[src/rtl/param_seq_divider_if.sv]
//==============================================================================
// Module  : param_seq_divider_if
// Brief   : Request/response bundle between the ALU sequencer and the divider.
// Revision: 1.0
//==============================================================================
`default_nettype none

interface param_seq_divider_if #(
    parameter int DIVIDEND_W = 32,
    parameter int DIVISOR_W  = 16
);
    logic                  start;
    logic                  is_signed;
    logic [DIVIDEND_W-1:0] inDividend;
    logic [DIVISOR_W-1:0]  inDivisor;
    logic                  busy;
    logic                  done;
    logic [DIVIDEND_W-1:0] Quotient;
    logic [DIVISOR_W-1:0]  Remainder;
    logic                  div_by_zero;
    logic                  overflow;

    modport master (
        output start, is_signed, inDividend, inDivisor,
        input  busy, done, Quotient, Remainder, div_by_zero, overflow
    );

    modport slave (
        input  start, is_signed, inDividend, inDivisor,
        output busy, done, Quotient, Remainder, div_by_zero, overflow
    );
endinterface

`default_nettype wire

[src/rtl/param_seq_divider.sv]
//==============================================================================
// Module  : param_seq_divider
// Brief   : Multi-cycle restoring divider, one quotient bit per clock, with
//           optional truncating signed mode and zero/overflow flags.
// Revision: 1.0
//==============================================================================
`default_nettype none

module param_seq_divider #(
    parameter int DIVIDEND_W = 32,
    parameter int DIVISOR_W  = 16,
    parameter int SIGNED_EN  = 1
) (
    input  wire logic             clock,
    input  wire logic             reset_n,
    param_seq_divider_if.slave    bus
);

    localparam int                 c_CNT_W     = $clog2(DIVIDEND_W) + 1;
    localparam logic [c_CNT_W-1:0] c_LAST_ITER = c_CNT_W'(DIVIDEND_W - 1);

    typedef enum logic [1:0] {
        S_IDLE = 2'd0,
        S_RUN  = 2'd1,
        S_FIX  = 2'd2
    } state_t;

    state_t                r_state;
    state_t                w_next;
    logic                  w_accept;

    logic [DIVIDEND_W-1:0] r_work;
    logic [DIVISOR_W-1:0]  r_dvs_mag;
    logic [DIVISOR_W:0]    r_prem;
    logic [c_CNT_W-1:0]    r_count;
    logic                  r_neg_q;
    logic                  r_neg_r;
    logic                  r_dbz_pend;
    logic                  r_ovf_pend;

    logic                  r_done;
    logic                  r_div_by_zero;
    logic                  r_overflow;
    logic [DIVIDEND_W-1:0] r_quot;
    logic [DIVISOR_W-1:0]  r_rem;

    logic                  w_signed;
    logic                  w_dvd_neg;
    logic                  w_dvs_neg;
    logic                  w_dvs_zero;
    logic                  w_ovf;
    logic [DIVIDEND_W-1:0] w_dvd_mag;
    logic [DIVISOR_W-1:0]  w_dvs_mag;
    logic [DIVISOR_W+1:0]  w_shift;
    logic [DIVISOR_W+1:0]  w_diff;
    logic                  w_fits;
    logic [DIVIDEND_W-1:0] w_quot_fix;
    logic [DIVISOR_W-1:0]  w_rem_mag;
    logic [DIVISOR_W-1:0]  w_rem_fix;

    generate
        if (SIGNED_EN != 0) begin : g_signed
            assign w_signed = bus.is_signed;
        end else begin : g_unsigned
            assign w_signed = 1'b0;
        end
    endgenerate

    // Operand conditioning at the accepting edge
    assign w_dvd_neg  = w_signed & bus.inDividend[DIVIDEND_W-1];
    assign w_dvs_neg  = w_signed & bus.inDivisor[DIVISOR_W-1];
    assign w_dvd_mag  = w_dvd_neg ? -bus.inDividend : bus.inDividend;
    assign w_dvs_mag  = w_dvs_neg ? -bus.inDivisor  : bus.inDivisor;
    assign w_dvs_zero = ~|bus.inDivisor;
    assign w_ovf      = w_signed & (bus.inDividend == {1'b1, {(DIVIDEND_W-1){1'b0}}})
                                 & (&bus.inDivisor);

    // Restoring step: the extra top bit of the difference is its sign
    assign w_shift = {r_prem, r_work[DIVIDEND_W-1]};
    assign w_diff  = w_shift - {2'b00, r_dvs_mag};
    assign w_fits  = ~w_diff[DIVISOR_W+1];

    assign w_rem_mag  = r_prem[DIVISOR_W-1:0];
    assign w_quot_fix = r_neg_q ? -r_work    : r_work;
    assign w_rem_fix  = r_neg_r ? -w_rem_mag : w_rem_mag;

    always_ff @(posedge clock) begin
        if (!reset_n) begin
            r_state <= S_IDLE;
        end else begin
            r_state <= w_next;
        end
    end

    always_comb begin
        w_next   = r_state;
        w_accept = 1'b0;
        case (r_state)
            S_IDLE: begin
                if (bus.start) begin
                    w_accept = 1'b1;
                    w_next   = w_dvs_zero ? S_FIX : S_RUN;
                end
            end
            S_RUN: begin
                if (r_count == c_LAST_ITER) begin
                    w_next = S_FIX;
                end
            end
            S_FIX: begin
                w_next = S_IDLE;
            end
            default: begin
                w_next = S_IDLE;
            end
        endcase
    end

    always_ff @(posedge clock) begin
        if (!reset_n) begin
            r_work        <= '0;
            r_dvs_mag     <= '0;
            r_prem        <= '0;
            r_count       <= '0;
            r_neg_q       <= 1'b0;
            r_neg_r       <= 1'b0;
            r_dbz_pend    <= 1'b0;
            r_ovf_pend    <= 1'b0;
            r_done        <= 1'b0;
            r_div_by_zero <= 1'b0;
            r_overflow    <= 1'b0;
            r_quot        <= '0;
            r_rem         <= '0;
        end else begin
            r_done <= 1'b0;
            if (w_accept) begin
                r_count       <= '0;
                r_prem        <= '0;
                r_dvs_mag     <= w_dvs_mag;
                r_dbz_pend    <= w_dvs_zero;
                r_ovf_pend    <= w_ovf;
                r_div_by_zero <= 1'b0;
                r_overflow    <= 1'b0;
                // A zero divisor keeps the raw dividend so FIX can return it unmodified
                if (w_dvs_zero) begin
                    r_work  <= bus.inDividend;
                    r_neg_q <= 1'b0;
                    r_neg_r <= 1'b0;
                end else begin
                    r_work  <= w_dvd_mag;
                    r_neg_q <= w_dvd_neg ^ w_dvs_neg;
                    r_neg_r <= w_dvd_neg;
                end
            end else if (r_state == S_RUN) begin
                r_count <= r_count + c_CNT_W'(1);
                r_prem  <= w_fits ? w_diff[DIVISOR_W:0] : w_shift[DIVISOR_W:0];
                r_work  <= {r_work[DIVIDEND_W-2:0], w_fits};
            end else if (r_state == S_FIX) begin
                r_done        <= 1'b1;
                r_div_by_zero <= r_dbz_pend;
                r_overflow    <= r_ovf_pend;
                if (r_dbz_pend) begin
                    r_quot <= '1;
                    r_rem  <= r_work[DIVISOR_W-1:0];
                end else begin
                    r_quot <= w_quot_fix;
                    r_rem  <= w_rem_fix;
                end
            end
        end
    end

    assign bus.busy        = (r_state != S_IDLE);
    assign bus.done        = r_done;
    assign bus.Quotient    = r_quot;
    assign bus.Remainder   = r_rem;
    assign bus.div_by_zero = r_div_by_zero;
    assign bus.overflow    = r_overflow;

endmodule

`default_nettype wire

[src/flat_wrapper.sv]
// flat-port wrapper written by rule: the top's interface ports become plain ports
module param_seq_divider_flat 
#(
    parameter int DIVIDEND_W = 32,
    parameter int DIVISOR_W  = 16,
    parameter int SIGNED_EN  = 1
)
  (clock, reset_n, bus_start, bus_is_signed, bus_inDividend, bus_inDivisor, bus_busy, bus_done, bus_Quotient, bus_Remainder, bus_div_by_zero, bus_overflow);
  param_seq_divider_if #(.DIVIDEND_W(DIVIDEND_W), .DIVISOR_W(DIVISOR_W)) bus_i ();
  input  wire logic clock;
  input  wire logic reset_n;
  input wire logic [$bits(bus_i.start)-1:0] bus_start;
  input wire logic [$bits(bus_i.is_signed)-1:0] bus_is_signed;
  input wire logic [$bits(bus_i.inDividend)-1:0] bus_inDividend;
  input wire logic [$bits(bus_i.inDivisor)-1:0] bus_inDivisor;
  output wire logic [$bits(bus_i.busy)-1:0] bus_busy;
  output wire logic [$bits(bus_i.done)-1:0] bus_done;
  output wire logic [$bits(bus_i.Quotient)-1:0] bus_Quotient;
  output wire logic [$bits(bus_i.Remainder)-1:0] bus_Remainder;
  output wire logic [$bits(bus_i.div_by_zero)-1:0] bus_div_by_zero;
  output wire logic [$bits(bus_i.overflow)-1:0] bus_overflow;
  assign bus_i.start = bus_start;
  assign bus_i.is_signed = bus_is_signed;
  assign bus_i.inDividend = bus_inDividend;
  assign bus_i.inDivisor = bus_inDivisor;
  assign bus_busy = bus_i.busy;
  assign bus_done = bus_i.done;
  assign bus_Quotient = bus_i.Quotient;
  assign bus_Remainder = bus_i.Remainder;
  assign bus_div_by_zero = bus_i.div_by_zero;
  assign bus_overflow = bus_i.overflow;
  param_seq_divider #(.DIVIDEND_W(DIVIDEND_W), .DIVISOR_W(DIVISOR_W), .SIGNED_EN(SIGNED_EN)) u_core (.clock(clock), .reset_n(reset_n), .bus(bus_i));
endmodule
[config.mk]
export PLATFORM = sky130hd
export DESIGN_NAME = param_seq_divider_flat
export DESIGN_NICKNAME = d
export VERILOG_FILES = /design/src/rtl/param_seq_divider_if.sv /design/src/rtl/param_seq_divider.sv /design/src/flat_wrapper.sv
export SDC_FILE = /design/constraint.sdc
export NUM_CORES = 1
export LEC_CHECK = 0
export CORE_ASPECT_RATIO = 1.5
export CORE_MARGIN = 10
export CORE_UTILIZATION = 54
export DETAILED_ROUTE_END_ITERATION = 8
export GPL_ROUTABILITY_DRIVEN = 0
export GPL_TIMING_DRIVEN = 0
export PLACE_DENSITY = 0.87
export SYNTH_ARGS = -nofsm -noshare
export SYNTH_HDL_FRONTEND = slang
export SYNTH_SLANG_ARGS = --single-unit
[constraint.sdc]
create_clock -name clock -period 5.85 [get_ports clock]
set_input_delay 1.17 -clock clock [delete_from_list [all_inputs] [get_ports clock]]
set_output_delay 1.17 -clock clock [all_outputs]
set_load 0.02 [all_outputs]
Yosys cells after proc, flatten, opt, wreduce, memory -nomap -nowiden

Index checks and enable logic that the tools add are counted.
Widths: inputs -> output; s select.

Reduce and logical (&&, ||, !) cells: 11
Bitwise logic cells: 9
Equality and inequality tests: 6
Multiply operators: 0
Order comparisons: 0
Div/mod/pow operators: 0
Shift-type cells: 0
Muxes and demuxes: 19
$add $sub $neg: 6

Operators with widths:

| cell                 | number |
|---|---|
| $mux 32              | 6 |
| $neg 32->32          | 2 |
| $mux 16              | 3 |
| $eq 32x32->1 const B | 1 |
| $neg 16->16          | 2 |
| $sub 18x16->18       | 1 |
| $mux 17              | 1 |
| $reduce_and 16->1    | 1 |
| $reduce_or 16->1     | 1 |
| $add 6x1->6 const B  | 1 |
| $eq 6x5->1 const B   | 1 |
| $mux 2               | 3 |
| $mux 1               | 5 |
| $and 1x1->1          | 4 |
| $not 1->1            | 4 |
| $pmux 2 s2           | 1 |
| $reduce_and 2->1     | 2 |
| $reduce_bool 2->1    | 2 |
| $reduce_and 3->1     | 1 |
| $reduce_or 3->1      | 1 |
| $eq 2x1->1 const B   | 1 |
| $eq 2x2->1 const B   | 1 |
| $logic_not 2->1      | 1 |
| $ne 2x1->1 const B   | 1 |
| 4 further kinds      | 4 |

Output and inout port bits: 52
Bits in latches: 0
Memory bits (writable): 0
Memory bits (read-only): 0
Register bits after elaboration: 128
Memories kept: 0
Input bits: 52
Logic and storage cells: 65

Longest topological paths before layout

Word-level depth: 4
Gate-level depth with buffers: 11
Depth with buffers taken out: 11

Least setup slack after synthesis

Ideal clock, no wire load.

Path type: input to register
Start point: in bus_inDivisor[1]
End point: reg u_core.r_work[1]
Data required time: 5.735 ns
Setup time: 0.115 ns
Data arrival time: 3.161 ns
Stages on the path: 11
Slack: 2.574 ns
Cell sequence: inv_1 > ha_1 > nor3b_1 > nand3_1 > nor3_1 > nor2_1 > clkbuf_1 > clkbuf_1 > nand2_1 > o211ai_1 > and3_1

Longest elaborated chain between the ends: 3

Ends and longest elaborated chain:

| item                   | RTL line                 | RTL |
|---|---|---|
| start: declaration     | flat_wrapper.sv:15       | `input wire logic [$bits(bus_i.inDivisor)-1:0] bus_inDivisor;` |
| $reduce_or 16->1       | param_seq_divider.sv:74  | `assign w_dvs_zero = ~\|bus.inDivisor;` |
| $mux 32                | param_seq_divider.sv:145 | `if (w_dvs_zero) begin` |
| $mux 32                | param_seq_divider.sv:136 | `if (w_accept) begin` |
| end signal: assignment | param_seq_divider.sv:146 | `r_work <= bus.inDividend;` |
| end signal: assignment | param_seq_divider.sv:150 | `r_work <= w_dvd_mag;` |
| end signal: assignment | param_seq_divider.sv:157 | `r_work <= {r_work[DIVIDEND_W-2:0], w_fits};` |
| end: declaration       | param_seq_divider.sv:32  | `logic [DIVIDEND_W-1:0] r_work;` |

No other way between the ends.
A chain may end at the register's enable or synchronous reset.

Worst setup path after layout

Start point: in bus_inDivisor[0]
End point: reg u_core.r_work[1]

The elaborated chain is that of the path after synthesis.

==> out/results.ini <==
[placement]
dp_slack_ps=1284
dpl_cell_area_um2=9041
portBuffers=103
dpl.hpwl_um=18280

[logic_synthesis]
synth_top_area_share_pct=32.98
async_reset_ff_share_pct=0
syn_inst=982
ys_seq_area_share_pct=32.98
syn_area_per_cell_um2=7.912
netlist_area_um2=7770
ys_warn_count=0
synth.distinct_cells=60
ys_top_cells_by_area=dfxtp_1 (33%), o21ai_0 (7.8%), xor2_1 (7.7%), nand2_1 (6.9%), a21oi_1 (4.4%)
yosysTopAreaCell=dfxtp_1
synth-seq-cells=128
synth_edf_count=0
synth_ff_type=dfxtp_1
synth_nets=1057

[global_route]
grt_pass1_wl_um=39740
grt_pass1_vias=8112
antenna_found_initial=0
groute.usage.overall_pct=24.25
grt_overflow_total=0
grt_max_degree=17

[drt]
vias_per_cell=6.122
post_drt_wl_per_cell_um=18.72
routed_wl_um=24510
drtAntennaViolNets=0
drt_iter0_markers=688
vias=8014
drtPass1Iterations=6
remaining_drc_errors=0

[clocking]
cts_setup_buffers=0
ctsResizeCount=0
numCtsBuffers=17
cts_hold_buf=0
cts-root-buf=clkbuf_16
cts_max_level=4
clkLatencyLatePin_ps=420
cts_tree=done
cts.clk_slew.worst_paths_ps=60
cts.sinks=128
clock_path_buffers=2

[sta]
fin_tns_setup_ps=0
slew_violations=0
skew_ps=7.978
worst_pin_slew_ps=862.2
max_slew_margin_pct=42.08
timing.final.ws_setup_ps=1590
min_period_ps=4260
rsz0062_at_grt=no
setup_violations=0
hold_violations=0
fmax_mhz=234.8
min_period_over_period_pct=72.81

[die]
core_area_um2=14060
die_h_um=166.9
die_x_um=117.9
initial_core_util_pct=55.27
top_level_ports=104
rows=53
die-area_um2=19690

[critical_path]
cp-start-kind=input port
endpoint_kind=register
cp.required_ps=6160
critPathSlowestCell=nor3_1
critical_path_arrival_ps=4570
critPathKind=input port to register
cp_cell_sequence=clkdlybuf4s50_1, inv_1, ha_1, nor3b_1, nand3_1, nor3_1, nor2_1, clkbuf_1, clkbuf_1, nand2_1, o211ai_1, and3_1
reg2reg_from=u_core.r_prem[11]
crit_end=u_core.r_work[1]
cpMostUsedCell=clkbuf_1
max_stage_delay_ps=750
reg2reg_slack_ps=2420
timing.rr.end=u_core.r_prem[8]
cp_max_fo=10
crit_start=bus_inDivisor[0]
r2r_cells=10

[final_layout]
syn2layout_area_growth_pct=24.25
n_antenna_cell=0
drive_above_1_share_pct=5.013
layout_common_cells=nand2_1 (142), dfxtp_1 (128), o21ai_0 (121)
design_area_um2=9654
utilization_pct=68.67
final_common_cell=nand2_1
nets=1179

[pwr]
p_sw_mw=0.9536
clkPwrFrac_pct=37.8
power.leakage_nw=3.639
p_total_mw=2.893
vdd_ir_drop_max_mv=0.1880
power_frac_comb_pct=27.5
power_density_nw_per_um2=299.6
internal_power_mw=1.939
swShare_pct=32.97
seq_power_share_pct=34.8

[worst_hold_path]
hold_path_class=register to register

[job]
cap_violations=0

[outcome]
status=completed

## cell usage after synthesis, types with 9 or more instances
| cell type | number |
|---|---|
| or3_1 | 15 |
| nor2_1 | 37 |
| o21ai_0 | 121 |
| nor3_1 | 14 |
| nand4_1 | 9 |
| dfxtp_1 | 128 |
| o211a_1 | 15 |
| o31ai_1 | 18 |
| xnor2_1 | 33 |
| mux2i_1 | 17 |
| ha_1 | 22 |
| a21boi_0 | 23 |
| xor2_1 | 68 |
| inv_1 | 28 |
| nor2b_1 | 10 |
| a22oi_1 | 17 |
| nand3_1 | 11 |
| and2_1 | 18 |
| a21oi_1 | 68 |
| a22o_1 | 9 |
| nand2_1 | 142 |
| clkbuf_1 | 48 |
## critical path: cells and delay by family
kind	cells	cell delay [ps]
compound gates	1	120
buf+inv	4	1180
fa+ha+maj	1	170
simple gates	6	1940
## per-layer routing
metal | up-vias | share of wire (%) | track usage (%)
met5 | - | 0 | 0
li1 | 3727 | - | -
met1 | 3783 | 36 | 24.56
met2 | 391 | 52 | 45.31
met4 | 0 | 5.3 | 13.86
met3 | 113 | 6.5 | 4.365
## power by group through the flow
stage          Clock, mW  Combinational, mW  Sequential, mW
3_3_place_gp           0              0.751            1.02
5_1_grt             1.13              0.866            1.01
6_report            1.09              0.794            1.01
2_1_floorplan          0              0.532            1.02
4_1_cts             1.09              0.782            1.00
3_5_place_dp           0              0.770            1.02
## cells by family after synthesis
family | share of synthesized area (%)
buffers and inverters | 4.670
xor gates and xnor gates | 11.59
AOI/OAI and AO/OA | 25.83
DFF | 32.98
and+or+nand+nor | 18.94
adders and majority gates | 3.800
muxes | 2.190
## registers in the layout, summed over array words and instances, names as in the netlist
signal,flops
u_core.r_dbz_pend,1
u_core.bus.Remainder,16
u_core.r_prem,17
u_core.bus.div_by_zero,1
u_core.r_count,6
u_core.bus.done,1
u_core.bus.Quotient,32
u_core.r_dvs_mag,16
u_core.r_ovf_pend,1
u_core.r_neg_r,1
u_core.r_state,2
u_core.bus.overflow,1
u_core.r_neg_q,1
u_core.r_work,32
## worst min path at each step
stage | from | endpoint | slack (ps) | depth (start not counted)
5_1_grt | u_core.bus.Remainder[9] | u_core.bus.Remainder[9] | 480 | 2
4_1_cts | u_core.bus.Remainder[13] | u_core.bus.Remainder[13] | 460 | 2
3_3_place_gp | u_core.bus.Remainder[13] | u_core.bus.Remainder[13] | 440 | 2
2_1_floorplan | u_core.r_ovf_pend | u_core.r_ovf_pend | 420 | 2
3_5_place_dp | u_core.bus.Remainder[13] | u_core.bus.Remainder[13] | 450 | 2
6_report | u_core.bus.Remainder[13] | u_core.bus.Remainder[13] | 450 | 2
## through the flow
| stage | hold slack, ps | cells |
|---|---|---|
| 2_1_floorplan | 424.9 | 982 |
| 3_5_place_dp | 447.2 | 1277 |
| 4_1_cts | 455.6 | 1309 |
| 3_3_place_gp | 439.5 | 1277 |
| 6_report | 454.9 | 1309 |
| 5_1_grt | 481.8 | 1309 |
## cell type report
cell class | instances | area [um^2]
clock buffer | 20 | 466.7
tap | 192 | 240.2
inverter | 28 | 105.1
multi-input combinational | 764 | 4845
timing repair buffer | 103 | 1031
buffer | 62 | 257.7
clock inverter | 12 | 146.4
fill | 1137 | 4404
sequential | 128 | 2562
(Power assumes the default switching activity.)
